File: src/rtl/pfcop_host_seq.sv
// Host-side sequencer for the PFCOP prime-field coprocessor: one 256-bit request in, operands streamed
// over the 16-bit load port, result gathered back. Optional WAIT timeout: define PFSEQ_TIMEOUT_EN.
module pfcop_host_seq #(
   parameter int TMO_W = 16
) (
   input  logic         clk,
   input  logic         rst_n,
   input  logic         start,
   input  logic [2:0]   op,
   input  logic         load_p,
   input  logic [255:0] a_in,
   input  logic [255:0] b_in,
   input  logic [255:0] p_in,
   output logic         busy,
   output logic         done,
   output logic         err,
   output logic [255:0] result,
   output logic         load_en,
   output logic [3:0]   load_addr,
   output logic [15:0]  datain,
   output logic         madd_en,
   output logic         msub_en,
   output logic         mmul_en,
   output logic         minv_mdiv,
   output logic         minv_mdiv_en,
   output logic         out_en,
   output logic [1:0]   out_addr,
   input  logic [15:0]  dataout,
   input  logic         madd_msub_rdy,
   input  logic         mmul_rdy,
   input  logic         minv_mdiv_rdy
);

   typedef enum logic [3:0] {IDLE, LOAD_A, LOAD_B, LOAD_P, GO, BLANK, WAIT, READ, DONE} state_t;

   state_t         state_q, state_d;
   logic [4:0]     cnt_q, cnt_d;
   logic [255:0]   a_q, a_d, b_q, b_d, p_q, p_d;
   logic [2:0]     op_q, op_d;
   logic           loadP_q, loadP_d;
   logic [255:0]   shadow_q, shadow_d;
   logic [255:0]   result_d;
   logic           err_d;
   logic           rdySel;
   logic [3:0]     rdWord;
   logic [255:0]   operand;

`ifdef PFSEQ_TIMEOUT_EN
   logic [TMO_W-1:0] tmo_q, tmoInc;
   logic             tmoExpired;

   assign tmoInc     = tmo_q + {{(TMO_W-1){1'b0}}, 1'b1};
   assign tmoExpired = (state_q == WAIT) && (&tmoInc);

   always_ff @(posedge clk or negedge rst_n) begin
      if (!rst_n) tmo_q <= '0;
      else        tmo_q <= (state_q == WAIT) ? tmoInc : '0;
   end
`else
   logic             tmoExpired;
   logic [TMO_W-1:0] unusedTmo;

   assign tmoExpired = 1'b0;
   assign unusedTmo  = '0;
`endif

   always_comb begin
      case (op_q)
         3'd0, 3'd1: rdySel = madd_msub_rdy;
         3'd2:       rdySel = mmul_rdy;
         default:    rdySel = minv_mdiv_rdy;
      endcase
   end

   assign rdWord = cnt_q[3:0] - 4'd1;

   always_comb begin
      state_d  = state_q;
      cnt_d    = cnt_q;
      a_d      = a_q;
      b_d      = b_q;
      p_d      = p_q;
      op_d     = op_q;
      loadP_d  = loadP_q;
      shadow_d = shadow_q;
      result_d = result;
      err_d    = err;
      case (state_q)
         IDLE: begin
            if (start) begin
               a_d     = a_in;
               b_d     = b_in;
               p_d     = p_in;
               op_d    = op;
               loadP_d = load_p;
               cnt_d   = '0;
               err_d   = (op > 3'd4);
               state_d = (op > 3'd4) ? DONE : LOAD_A;
            end
         end
         LOAD_A, LOAD_B, LOAD_P: begin
            cnt_d = cnt_q + 5'd1;
            if (cnt_q[3:0] == 4'd15) begin
               cnt_d = '0;
               case (state_q)
                  LOAD_A:  state_d = LOAD_B;
                  LOAD_B:  state_d = loadP_q ? LOAD_P : GO;
                  default: state_d = GO;
               endcase
            end
         end
         GO: begin
            cnt_d   = '0;
            state_d = BLANK;
         end
         // Ready is deliberately ignored here so a flag left over from the previous op cannot end this one.
         BLANK: begin
            cnt_d = cnt_q + 5'd1;
            if (cnt_q == 5'd1) begin
               cnt_d   = '0;
               state_d = WAIT;
            end
         end
         WAIT: begin
            if (rdySel) begin
               cnt_d   = '0;
               state_d = READ;
            end else if (tmoExpired) begin
               err_d   = 1'b1;
               state_d = DONE;
            end
         end
         // dataout lags out_en by one cycle, so word k lands while the counter reads k+1.
         READ: begin
            if (cnt_q != 5'd0) shadow_d[{rdWord, 4'b0000} +: 16] = dataout;
            if (cnt_q == 5'd16) begin
               result_d = shadow_d;
               state_d  = DONE;
            end else begin
               cnt_d = cnt_q + 5'd1;
            end
         end
         DONE:    state_d = IDLE;
         default: state_d = IDLE;
      endcase
   end

   always_comb begin
      operand = '0;
      case (state_d)
         LOAD_A:  operand = a_d;
         LOAD_B:  operand = b_d;
         LOAD_P:  operand = p_d;
         default: operand = '0;
      endcase
   end

   assign out_addr = 2'd0;

   // PFCOP-facing outputs are decoded from the next state so they register in step with the FSM.
   always_ff @(posedge clk or negedge rst_n) begin
      if (!rst_n) begin
         state_q      <= IDLE;
         cnt_q        <= '0;
         a_q          <= '0;
         b_q          <= '0;
         p_q          <= '0;
         op_q         <= '0;
         loadP_q      <= 1'b0;
         shadow_q     <= '0;
         result       <= '0;
         err          <= 1'b0;
         busy         <= 1'b0;
         done         <= 1'b0;
         load_en      <= 1'b0;
         load_addr    <= '0;
         datain       <= '0;
         madd_en      <= 1'b0;
         msub_en      <= 1'b0;
         mmul_en      <= 1'b0;
         minv_mdiv    <= 1'b0;
         minv_mdiv_en <= 1'b0;
         out_en       <= 1'b0;
      end else begin
         state_q      <= state_d;
         cnt_q        <= cnt_d;
         a_q          <= a_d;
         b_q          <= b_d;
         p_q          <= p_d;
         op_q         <= op_d;
         loadP_q      <= loadP_d;
         shadow_q     <= shadow_d;
         result       <= result_d;
         err          <= err_d;
         busy         <= (state_d != IDLE) && (state_d != DONE);
         done         <= (state_d == DONE);
         load_en      <= (state_d == LOAD_A) || (state_d == LOAD_B) || (state_d == LOAD_P);
         load_addr    <= (state_d == LOAD_B) ? 4'd1 : (state_d == LOAD_P) ? 4'd2 : 4'd0;
         datain       <= operand[{cnt_d[3:0], 4'b0000} +: 16];
         madd_en      <= (state_d == GO) && (op_q == 3'd0);
         msub_en      <= (state_d == GO) && (op_q == 3'd1);
         mmul_en      <= (state_d == GO) && (op_q == 3'd2);
         minv_mdiv_en <= (state_d == GO) && ((op_q == 3'd3) || (op_q == 3'd4));
         minv_mdiv    <= ((state_d == GO) || (state_d == BLANK) || (state_d == WAIT)) && (op_q == 3'd4);
         out_en       <= (state_d == READ) && (cnt_d != 5'd16);
      end
   end

endmodule

File: config.mk
export PLATFORM = sky130hd
export DESIGN_NAME = pfcop_host_seq
export DESIGN_NICKNAME = d
export VERILOG_FILES = /design/src/rtl/pfcop_host_seq.sv
export SDC_FILE = /design/constraint.sdc
export NUM_CORES = 2
export LEC_CHECK = 0
export CAP_MARGIN = 10
export CORE_AREA = 2 2 417 419
export DETAILED_ROUTE_END_ITERATION = 12
export DIE_AREA = 0 0 419 421
export HOLD_SLACK_MARGIN = 0.06
export SYNTH_ARGS = -nofsm -noshare
export SYNTH_HDL_FRONTEND = slang
export SYNTH_SLANG_ARGS = --single-unit
File: constraint.sdc
create_clock -name clk -period 4.9 [get_ports clk]
set_input_delay 0.98 -clock clk [delete_from_list [all_inputs] [get_ports clk]]
set_output_delay 0.98 -clock clk [all_outputs]
set_load 0.1 [all_outputs]
==> results.toml <==
[routing]
wl_per_cell_um = 29.6
num_vias = 54100
ant_nets = 0
drt-initial-drc-count = 5542
drc = 0
drtPass1Iterations = 7
wl_mm = 301
vias_per_cell = 5.33

[logic_synthesis]
async_reset_ff_frac = 1.00
ys_seq_elements = 1321
ys_warn_count = 0
yosysUniqueCellTypes = 94
avgSynthCellArea_sq_um = 8.91
ys_seq_area_frac = 0.553
synth_edf_count = 0
synth_flop_cell = "dfrtp_1"
synthCells = 6702
synth_area_sq_um = 59700

[global_routing]
grt_pass1_vias = 53500
grt_pass1_wl_mm = 417
grt_antenna_before_repair = 71
grt_start_max_net_pins = 131
overflow = 0
grt_usage = 0.336

[timing]
fin_setup_tns_ns = 0
finalSetupViolCount = 0
worst_pin_slew_ns = 1.23
final_max_slew_viol_count = 0
timing.final.crit_share = 0.925
timing.hold.ws_ns = 0.151
slew_headroom = 0.177
layout_setup_ws_ns = 0.367
hold_viol = 0
skew_ns = 0.0385
fmax_mhz = 221
timing.final.crit_period_ns = 4.53
rsz0062_at_grt = "false"

[die]
rows = 153
die_width_um = 419
initial_core_util = 0.346
die_h_um = 421
ios = 1082
dieArea_sq_um = 176000
core_area_sq_um = 172000

[cts]
cts_resized = 0
h-tree-depth = 4
clk_pin_slew_worst_paths_ns = 0.06
cts_setup_buffers = 0
cts_hold_buffers = 0
clock-root-buffer = "clkbuf_16"
cts-buffers-inserted = 152
clock_path_buffers = 3
cts_tree = "yes"
clock-sinks = 1321
clk_latency_ns = 0.82

[flow_run]
maxCapViolCount = 0

[placed_design]
dpl.hpwl_mm = 235
place_ws_ns = 0.170
portBuffers = 1077
place.gp.congestion = 0.983

[setup_path]
worst_ep_arrival_time_ns = 5.23
required_ns = 5.59
crit_type = "register to register"
critPathLaunch = "cnt_q[1]"
cp-start-kind = "register"
timing.rr.start = "cnt_q[1]"
crit_path_end_kind = "register"
crit_path_max_fanout = 33

[run_status]
outcome = "complete, no violations"

[pwr]
ir_worst_vdd_uv = 561
powerDensity_nw_per_um2 = 625
p_total_mw = 49.3
leakage_nw = 37.5

[finish]
area_delta_synth_final_pct = 32.0
fin_nets = 8462
drive_gt1_frac = 0.0830

[hold_path]
worstHoldPathType = "input port to async pin"
cells by family (layout without fill, tap and decap cells):
logic type / after synthesis / count (layout) / synth area share
xor gates and xnor gates: 8 / 8 / 0.00117
and+or+nand+nor: 3341 / 3341 / 0.218
DFF: 1321 / 1321 / 0.553
AOI/OAI and AO/OA: 1110 / 1110 / 0.117
muxes: 390 / 390 / 0.0684
adders and majority gates: 8 / 8 / 0.00168
other: 1 / 53 / 0.0000628
buffers and inverters: 523 / 1603 / 0.0404
cell type report:
| class | count | area (sq um) |
|---|---|---|
| inverter | 31 | 136 |
| tap | 2325 | 2910 |
| antenna | 49 | 123 |
| timing repair buffer | 1293 | 13000 |
| clock inverter | 62 | 870 |
| clock buffer | 217 | 4390 |
| fill | 16800 | 93600 |
| sequential | 1321 | 33100 |
| multi-input combinational | 4861 | 24400 |
metrics by stage:
step / instance area, sq um / cells / utilization
after floorplan: 59700 / 6705 / -
after global routing: 78800 / 10100 / 0.457
final: 78900 / 10200 / 0.457
after CTS: 78700 / 10100 / 0.456
after global placement: 73400 / 9826 / 0.426
after detailed placement: 73400 / 9827 / 0.426
worst paths after layout:
path	to	slack, ns	depth (start not counted)
hold / removal	p_q[221]	0.15	1
hold reg to reg	p_q[55]	0.47	2
max in group asynchronous	b_q[218]	3.37	2
setup / recovery	datain[5]	0.37	14
setup reg to reg	datain[5]	0.37	14
min in group clk	p_q[55]	0.47	2
worst max-delay path, stage by stage, from the launching register on:
cell      delay, ns
dfrtp_1        0.60
ha_1           0.26
and3_1         0.35
inv_2          0.07
nor3b_2        0.43
o21a_4         0.26
nor2_8         0.07
inv_6          0.40
buf_4          0.33
mux2i_1        0.42
o21ai_0        0.14
buf_4          0.15
o211ai_1       0.23
nand3_1        0.37
and4_1         0.28
per-layer routing:
layer	GRT usage	up-vias	wire length, um
met2	0.538	2520	142000
met3	0.0674	711	20900
met1	0.399	26700	113000
met4	0.254	18	25900
li1	-	24200	-
met5	0	-	116
state kept, by name (all words and copies together) (netlist names):
| signal | cells |
|---|---|
| madd_en | 1 |
| b_q | 256 |
| state_q | 4 |
| loadP_q | 1 |
| minv_mdiv | 1 |
| mmul_en | 1 |
| out_en | 1 |
| a_q | 256 |
| done | 1 |
| load_en | 1 |
| err | 1 |
| datain | 16 |
| op_q | 3 |
| minv_mdiv_en | 1 |
| busy | 1 |
| load_addr | 2 |
| shadow_q | 256 |
| msub_en | 1 |
| result | 256 |
| p_q | 256 |
| cnt_q | 5 |
synthesized netlist by cell type (all sizes together), types with 14 or more instances:
| master | count | share of area |
|---|---|---|
| nand3 | 64 | 0.0054 |
| or3 | 20 | 0.0021 |
| and2 | 20 | 0.0021 |
| a31oi | 23 | 0.0024 |
| nand2 | 2900 | 0.18 |
| a21oi | 219 | 0.019 |
| o211ai | 55 | 0.0069 |
| o221ai | 14 | 0.0022 |
| mux2 | 141 | 0.027 |
| nor2 | 250 | 0.016 |
| dfrtp | 1321 | 0.55 |
| clkbuf | 222 | 0.014 |
| o211a | 27 | 0.0045 |
| o21ai | 505 | 0.042 |
| mux2i | 249 | 0.042 |
| a221oi | 61 | 0.0098 |
| a221o | 17 | 0.0028 |
| inv | 31 | 0.0020 |
| nor3 | 39 | 0.0035 |
| a2bb2oi | 39 | 0.0057 |
| buf | 270 | 0.024 |
| a211oi | 34 | 0.0044 |
cell usage in the layout (no fill, tap or decap), types with 28 or more instances in the layout:
| master | n |
|---|---|
| nand3_1 | 63 |
| dfrtp_1 | 1321 |
| nor3_1 | 36 |
| mux2_2 | 106 |
| a2bb2oi_1 | 39 |
| clkdlybuf4s50_1 | 1059 |
| mux2_1 | 34 |
| clkbuf_8 | 34 |
| mux2i_1 | 249 |
| nand2_1 | 2897 |
| buf_12 | 46 |
| clkinv_2 | 28 |
| nor2_1 | 236 |
| o21ai_0 | 496 |
| a221oi_1 | 56 |
| buf_4 | 182 |
| clkbuf_1 | 31 |
| o211ai_1 | 55 |
| clkbuf_16 | 152 |
| a21oi_1 | 218 |
| diode_2 | 49 |
| a211oi_1 | 33 |
power by group:
group / internal, mW / leakage, nW / total, mW / switching [mW]
clock network: 6.95 / 2.58 / 12.0 / 5.05
registers: 14.0 / 14.7 / 15.1 / 1.09
logic: 6.67 / 20.2 / 22.1 / 15.5
total: 27.7 / 37.5 / 49.3 / 21.6
Note: power is estimated with default switching activity, not from simulation.
